### src/rtl/seeker_pkg.sv
// Shared encodings and helpers for the maze seeker and its neighbours.
// The distance type is wide enough for any supported coordinate width.
package seeker_pkg;

    typedef enum logic [1:0] {
        DIR_UP    = 2'd0,
        DIR_DOWN  = 2'd1,
        DIR_LEFT  = 2'd2,
        DIR_RIGHT = 2'd3
    } dir_t;

    typedef enum logic {
        MODE_GREEDY = 1'b0,
        MODE_WALL   = 1'b1
    } mode_t;

    typedef enum logic [2:0] {
        ST_IDLE,
        ST_SENSE,
        ST_DECIDE,
        ST_WAIT,
        ST_OVER
    } state_t;

    localparam int DIST_CW = 15;
    typedef logic [DIST_CW-1:0] coord_t;
    typedef logic [DIST_CW:0]   dist_t;

    // One extra bit over the coordinate width, so |dx|+|dy| never overflows.
    function automatic dist_t manhattan(coord_t ax, coord_t ay, coord_t bx, coord_t by);
        coord_t dx;
        coord_t dy;
        dx = (ax > bx) ? ax - bx : bx - ax;
        dy = (ay > by) ? ay - by : by - ay;
        return dist_t'(dx) + dist_t'(dy);
    endfunction

    function automatic dir_t turn_right(dir_t d);
        case (d)
            DIR_UP:   return DIR_RIGHT;
            DIR_RIGHT: return DIR_DOWN;
            DIR_DOWN: return DIR_LEFT;
            default:  return DIR_UP;
        endcase
    endfunction

    function automatic dir_t turn_left(dir_t d);
        case (d)
            DIR_UP:   return DIR_LEFT;
            DIR_LEFT: return DIR_DOWN;
            DIR_DOWN: return DIR_RIGHT;
            default:  return DIR_UP;
        endcase
    endfunction

    function automatic dir_t reverse(dir_t d);
        return dir_t'(d ^ 2'b01);
    endfunction

endpackage

### src/rtl/maze_neighbour_sense.sv
// Combinational free-flag lookup for the four neighbours of a maze cell.
// Anything outside the maze counts as wall, so coordinates never wrap.
module maze_neighbour_sense
    import seeker_pkg::*;
#(
    parameter int MAZE_W = 16,
    parameter int MAZE_H = 16,
    parameter int CW     = 4
) (
    input  logic [MAZE_W*MAZE_H-1:0] i_maze,
    input  logic [CW-1:0]            i_x,
    input  logic [CW-1:0]            i_y,
    output logic [3:0]               o_free
);

    function automatic logic cell_free(logic [MAZE_W*MAZE_H-1:0] maze, int cx, int cy);
        logic [MAZE_W*MAZE_H-1:0] shifted;
        if (cx < 0 || cx >= MAZE_W || cy < 0 || cy >= MAZE_H) return 1'b0;
        shifted = maze >> ((MAZE_H - 1 - cy) * MAZE_W + (MAZE_W - 1 - cx));
        return ~shifted[0];
    endfunction

    always_comb begin
        o_free[DIR_UP]    = cell_free(i_maze, int'(i_x),     int'(i_y) - 1);
        o_free[DIR_DOWN]  = cell_free(i_maze, int'(i_x),     int'(i_y) + 1);
        o_free[DIR_LEFT]  = cell_free(i_maze, int'(i_x) - 1, int'(i_y));
        o_free[DIR_RIGHT] = cell_free(i_maze, int'(i_x) + 1, int'(i_y));
    end

endmodule

### src/rtl/seeker_bot_param.sv
// Maze seeker: greedy-visited or right-hand wall-follower chase of a live hider,
// with a step budget that hands the game to the hider when exhausted.
module seeker_bot_param
    import seeker_pkg::*;
#(
    parameter int MAZE_W    = 16,
    parameter int MAZE_H    = 16,
    parameter int CW        = 4,
    parameter int SC_W      = 10,
    parameter int MAX_STEPS = 600
) (
    input  logic                     clk,
    input  logic                     rst,
    input  logic                     start,
    input  logic                     step_tick,
    input  logic                     mode,
    input  logic [MAZE_W*MAZE_H-1:0] maze_data,
    input  logic [CW-1:0]            start_x,
    input  logic [CW-1:0]            start_y,
    input  logic [CW-1:0]            hider_x,
    input  logic [CW-1:0]            hider_y,
    output logic [CW-1:0]            seeker_x,
    output logic [CW-1:0]            seeker_y,
    output logic [1:0]               dir,
    output logic                     moved,
    output logic                     done,
    output logic                     winner,
    output logic [SC_W-1:0]          step_count,
    output logic                     visited_clr
);

    localparam int              NCELL      = MAZE_W * MAZE_H;
    localparam logic [SC_W-1:0] STEP_LIMIT = SC_W'(MAX_STEPS);

    state_t          r_state, w_next_state;
    logic [CW-1:0]   r_x, r_y, w_nx, w_ny;
    dir_t            r_dir, r_heading, w_move_dir;
    mode_t           r_mode;
    logic            r_moved, r_done, r_winner, r_vclr;
    logic [SC_W-1:0] r_step;
    logic [3:0]      r_free, w_free;
    logic [NCELL-1:0] r_visited, w_cur_mask;
    logic            w_catch, w_timeout, w_move, w_flush;

    maze_neighbour_sense #(.MAZE_W(MAZE_W), .MAZE_H(MAZE_H), .CW(CW)) u_sense (
        .i_maze (maze_data),
        .i_x    (r_x),
        .i_y    (r_y),
        .o_free (w_free)
    );

    function automatic logic [2*CW-1:0] neighbour(logic [CW-1:0] x, logic [CW-1:0] y, dir_t d);
        logic [CW-1:0] nx;
        logic [CW-1:0] ny;
        nx = x;
        ny = y;
        case (d)
            DIR_UP:   ny = y - CW'(1);
            DIR_DOWN: ny = y + CW'(1);
            DIR_LEFT: nx = x - CW'(1);
            default:  nx = x + CW'(1);
        endcase
        return {nx, ny};
    endfunction

    function automatic logic is_visited(logic [NCELL-1:0] map, int cx, int cy);
        logic [NCELL-1:0] shifted;
        if (cx < 0 || cx >= MAZE_W || cy < 0 || cy >= MAZE_H) return 1'b1;
        shifted = map >> (cy * MAZE_W + cx);
        return shifted[0];
    endfunction

    assign w_cur_mask = NCELL'(1) << (int'(r_y) * MAZE_W + int'(r_x));

    always_ff @(posedge clk or posedge rst) begin
        if (rst) r_state <= ST_IDLE;
        else     r_state <= w_next_state;
    end

    // NOTE: every combinational output gets a default before any branch, so no latch is inferred.
    always_comb begin
        w_next_state = r_state;
        w_catch      = 1'b0;
        w_timeout    = 1'b0;
        if (start) begin
            w_next_state = ST_WAIT;
        end else begin
            case (r_state)
                ST_WAIT: begin
                    if (r_x == hider_x && r_y == hider_y) begin
                        w_catch      = 1'b1;
                        w_next_state = ST_OVER;
                    end else if (r_step == STEP_LIMIT) begin
                        w_timeout    = 1'b1;
                        w_next_state = ST_OVER;
                    end else if (step_tick) begin
                        w_next_state = ST_SENSE;
                    end
                end
                ST_SENSE:  w_next_state = ST_DECIDE;
                ST_DECIDE: w_next_state = ST_WAIT;
                default:   ;
            endcase
        end
    end

    always_comb begin : decide_logic
        logic [2*CW-1:0] nb;
        dir_t            try_dir;
        dir_t            first_dir;
        dist_t           best_dist;
        dist_t           cand_dist;
        logic            first_valid;
        logic            found;
        w_move      = 1'b0;
        w_move_dir  = DIR_UP;
        w_flush     = 1'b0;
        try_dir     = DIR_UP;
        first_dir   = DIR_UP;
        first_valid = 1'b0;
        found       = 1'b0;
        nb          = '0;
        cand_dist   = '0;
        best_dist   = manhattan(coord_t'(r_x), coord_t'(r_y), coord_t'(hider_x), coord_t'(hider_y));
        if (r_mode == MODE_GREEDY) begin
            for (int d = 0; d < 4; d++) begin
                try_dir = dir_t'(d[1:0]);
                nb      = neighbour(r_x, r_y, try_dir);
                if (r_free[try_dir] && !is_visited(r_visited, int'(nb[2*CW-1:CW]), int'(nb[CW-1:0]))) begin
                    if (!first_valid) begin
                        first_valid = 1'b1;
                        first_dir   = try_dir;
                    end
                    cand_dist = manhattan(coord_t'(nb[2*CW-1:CW]), coord_t'(nb[CW-1:0]),
                                          coord_t'(hider_x), coord_t'(hider_y));
                    if (cand_dist < best_dist) begin
                        best_dist  = cand_dist;
                        w_move_dir = try_dir;
                        found      = 1'b1;
                    end
                end
            end
            if (found) begin
                w_move = 1'b1;
            end else if (first_valid) begin
                w_move     = 1'b1;
                w_move_dir = first_dir;
            end else if (|r_free) begin
                // Boxed in by our own trail: forget it and try again next tick.
                w_flush = 1'b1;
            end
        end else begin
            for (int k = 0; k < 4; k++) begin
                case (k)
                    0:       try_dir = turn_right(r_heading);
                    1:       try_dir = r_heading;
                    2:       try_dir = turn_left(r_heading);
                    default: try_dir = reverse(r_heading);
                endcase
                if (!w_move && r_free[try_dir]) begin
                    w_move     = 1'b1;
                    w_move_dir = try_dir;
                end
            end
        end
        nb   = neighbour(r_x, r_y, w_move_dir);
        w_nx = nb[2*CW-1:CW];
        w_ny = nb[CW-1:0];
    end

    // NOTE: the visited map is reset with the rest of the state so a fresh game never sees stale marks.
    always_ff @(posedge clk or posedge rst) begin
        if (rst) begin
            r_x       <= '0;
            r_y       <= '0;
            r_dir     <= DIR_UP;
            r_heading <= DIR_UP;
            r_mode    <= MODE_GREEDY;
            r_moved   <= 1'b0;
            r_done    <= 1'b0;
            r_winner  <= 1'b0;
            r_vclr    <= 1'b0;
            r_step    <= '0;
            r_free    <= '0;
            r_visited <= '0;
        end else begin
            r_moved <= 1'b0;
            r_vclr  <= 1'b0;
            if (start) begin
                r_x       <= start_x;
                r_y       <= start_y;
                r_visited <= '0;
                r_step    <= '0;
                r_done    <= 1'b0;
                r_winner  <= 1'b0;
                r_mode    <= mode_t'(mode);
                r_heading <= DIR_UP;
            end else begin
                case (r_state)
                    ST_WAIT: begin
                        if (w_catch) begin
                            r_done   <= 1'b1;
                            r_winner <= 1'b0;
                        end else if (w_timeout) begin
                            r_done   <= 1'b1;
                            r_winner <= 1'b1;
                        end
                    end
                    ST_SENSE: r_free <= w_free;
                    ST_DECIDE: begin
                        if (r_mode == MODE_GREEDY)
                            r_visited <= w_flush ? '0 : (r_visited | w_cur_mask);
                        r_vclr <= w_flush;
                        if (w_move) begin
                            r_x       <= w_nx;
                            r_y       <= w_ny;
                            r_dir     <= w_move_dir;
                            r_heading <= w_move_dir;
                            r_moved   <= 1'b1;
                            r_step    <= (r_step == '1) ? r_step : r_step + SC_W'(1);
                        end
                    end
                    default: ;
                endcase
            end
        end
    end

    assign seeker_x    = r_x;
    assign seeker_y    = r_y;
    assign dir         = r_dir;
    assign moved       = r_moved;
    assign done        = r_done;
    assign winner      = r_winner;
    assign step_count  = r_step;
    assign visited_clr = r_vclr;

endmodule
### config.mk
export PLATFORM = sky130hd
export DESIGN_NAME = seeker_bot_param
export DESIGN_NICKNAME = d
export VERILOG_FILES = /design/src/rtl/seeker_pkg.sv /design/src/rtl/maze_neighbour_sense.sv /design/src/rtl/seeker_bot_param.sv
export SDC_FILE = /design/constraint.sdc
export NUM_CORES = 2
export LEC_CHECK = 0
export CELL_PAD_IN_SITES_DETAIL_PLACEMENT = 1
export CELL_PAD_IN_SITES_GLOBAL_PLACEMENT = 1
export CORE_ASPECT_RATIO = 0.9
export CORE_MARGIN = 4
export CORE_UTILIZATION = 45
export DETAILED_ROUTE_END_ITERATION = 8
export MAX_ROUTING_LAYER = met4
export PLACE_DENSITY_LB_ADDON = 0.1
export SLEW_MARGIN = 40
export SYNTH_ARGS = -nofsm -noshare
export SYNTH_HDL_FRONTEND = slang
export SYNTH_SLANG_ARGS = --single-unit
### constraint.sdc
create_clock -name clk -period 15.1 [get_ports clk]
set_input_delay 3.02 -clock clk [delete_from_list [all_inputs] [get_ports clk]]
set_output_delay 3.02 -clock clk [all_outputs]
set_load 0.1 [all_outputs]
==> run_results.csv <==
group,metric,value,unit
clock_network,clock_sinks,290,
yosys,ys.flop_type,"dfrtp_1",
power_and_ir_drop,ir_drop,218,uV
setup_path,cp-start-kind,"primary input",
setup_path,path_common_cell,"ha_1",
setup_path,path_class,"primary input to flip-flop",
detailed_routing,wl,123,mm
timing,hold_violations,0,
detailed_routing,vias,26600,
clock_network,clock_path_buffers,3,
timing,clock.fmax,69.1,MHz
floorplanning,die_area,0.0703,mm2
global_routing,antenna_found_initial,21,
detailed_routing,ant_nets,0,
yosys,synth.avg_cell_area,11.2,um2
detailed_routing,vias_per_cell,7.00,
clock_network,cts_tree,"built",
detailed_routing,drt_iter0_markers,3048,
place,place.gp.congestion,0.943,
power_and_ir_drop,power_density,191,mW/mm2
clock_network,insertion_delay,600,ps
timing,maxSlewHeadroom,38.1,%
global_routing,grt_pass1_wl,184,mm
yosys,synth_top_area_cell,"mux4_2",
yosys,synth-async-reset-ratio,100,%
clock_network,cts-root-buf,"clkbuf_16",
timing,min_period,14470,ps
place,dp_hpwl,87.6,mm
place,pre_cts_ws,-539,ps
global_routing,overflow,0,
timing,setup-tns-final,0,ps
power_and_ir_drop,p_leak,14.3,nW
layout,fillers,6938,
setup_path,cp.required,15560,ps
job,drv_cap,0,
yosys,syn_nets,3140,
detailed_routing,drtPass1Iterations,5,
floorplanning,die_y,252,um
yosys,syn_inst,2660,
yosys,synth_area_leaders,"mux4_2 (33%), dfrtp_1 (24%), ha_1 (6.9%)",
layout,final_nets,3362,
yosys,yosysWarnings,0,
timing,fin_skew,19.4,ps
yosys,synth_cell_types,84,
timing,finalSetupViolCount,0,
worst_hold_path,hold_class,"flip-flop to flip-flop",
floorplanning,core,0.0655,mm2
power_and_ir_drop,p_total,6.66,mW
layout,area_growth,17.6,%
layout,layout-drive-gt1-share,24.6,%
detailed_routing,wire_per_inst,32.3,um
yosys,synth_most_common_cell,"mux4_2",
timing,tightest_slew,921,ps
timing,maxSlewViolCount,0,
setup_path,max_stage_delay,570,ps
yosys,netlist_area,0.0297,mm2
yosys,yosys.area.top_type_share,32.6,%
setup_path,cpMaxStageDelayCell,"clkdlybuf4s50_1",
global_routing,grt_pass1_vias,27600,
timing,finalCritPeriodShare,95.8,%
floorplanning,row_count,89,
detailed_routing,drc,0,
yosys,synth_common_cells,"mux4_2 (430), nor2_1 (353), a21oi_1 (323)",
yosys,ys_ff_latch,290,
timing,hold_ws,508,ps
yosys,synth_edf_count,0,
setup_path,arrival,14920,ps
global_routing,grt_max_degree,147,
place,io_buffer_count,300,
clock_network,clk_pin_slew,70,ps
yosys,synth-seq-area-share,24.4,%
run_status,status,"finished, final reports clean",
floorplanning,ioPinCount,301,
timing,layout_setup_ws,633,ps
setup_path,crit_path_end_kind,"flip-flop",
clock_network,cts_buffers,31,
floorplanning,die_w,279,um
global_routing,grt_util_all_layers,35.2,%
setup_path,worstPathMaxFanout,14,
clock_network,htreeDepth,1,
floorplanning,start_util,45.4,%
[flip-flops by register name, summed over array words and instances (netlist names), 2 cells and up]
register    cells
r_free          4
seeker_x        4
r_heading       2
r_visited     256
seeker_y        4
step_count     10
dir             2
r_state         3
[routing by layer]
layer | GRT usage [%] | vias up | part of all wire (%)
met5 | - | - | 0
met4 | 13.0 | 0 | 4.3
met3 | 5.81 | 292 | 9.2
met2 | 53.8 | 1582 | 47
met1 | 47.9 | 13900 | 40
li1 | - | 10800 | -
[final timing paths]
check	cells after the start	from	endpoint	slack [ps]
setup / recovery	63	hider_y[2]	seeker_y[2]	630
hold / removal	2	dir[0]	dir[0]	510
setup reg to reg	65	seeker_y[0]	seeker_y[2]	1310
hold reg to reg	2	dir[0]	dir[0]	510
max in group asynchronous	4	rst	seeker_x[1]	10730
min in group asynchronous	2	rst	r_visited[118]	2970
[final cells by class]
cell class | instances | area (um2) | share of cell area, %
antenna | 23 | 57.6 | 0.165
clock buffer | 37 | 828 | 2.37
clock inverter | 20 | 228 | 0.652
inverter | 112 | 439 | 1.26
multi-input combinational | 2052 | 21300 | 61.1
sequential | 290 | 7270 | 20.8
tap | 864 | 1080 | 3.09
timing repair buffer | 395 | 3710 | 10.6
[timing repair]
item | in CTS | in global routing
setup buffers | 0 | 3
hold buffers | 0 | 0
setup endpoints to repair | 0 | 12
resized for setup | 0 | 29
[critical path, delay by kind of cell]
kind            cells  cell delay (ps)
buf+inv             8             1520
compound gates     27             4910
mux                 5             1280
simple gates       16             1880
fa+ha+maj           7             2270
[metrics by stage]
stage	instances	cell area (um2)	utilization [%]
global route	3793	35000	53.4
detailed placement	3707	33600	51.3
floorplan	2660	29700	-
finish	3793	35000	53.4
CTS	3764	34700	53.0
global placement	3707	33700	51.4
[cell families (layout without fill, tap and decap cells)]
logic type / after synthesis / after routing / synth area share (%)
simple gates: 614 / 614 / 9.63
xor+xnor: 44 / 44 / 1.37
compound gates: 597 / 597 / 12.3
mux: 593 / 593 / 38.1
flops: 290 / 290 / 24.4
fa+ha+maj: 204 / 204 / 9.56
other cells: 0 / 23 / 0
buf+inv: 318 / 564 / 4.63
[where the power goes]
part / switching, mW / internal (mW)
Sequential: 0.0425 / 0.790
Clock: 0.352 / 0.461
Combinational: 2.87 / 2.14
[layout by cell type (no fill, tap or decap), types with 23 or more instances in the layout]
master             n
a21o_1            49
a21oi_1          318
a22oi_1           23
buf_2             24
buf_4             79
clkbuf_16         31
clkdlybuf4s50_1  275
dfrtp_1          286
diode_2           23
fa_1              39
ha_1             162
inv_1            100
mux2i_1          141
mux4_2           430
nand2_1           98
nand3_1           25
nor2_1           340
o21ai_0           46
xnor2_1           31
(Power assumes the default switching activity.)
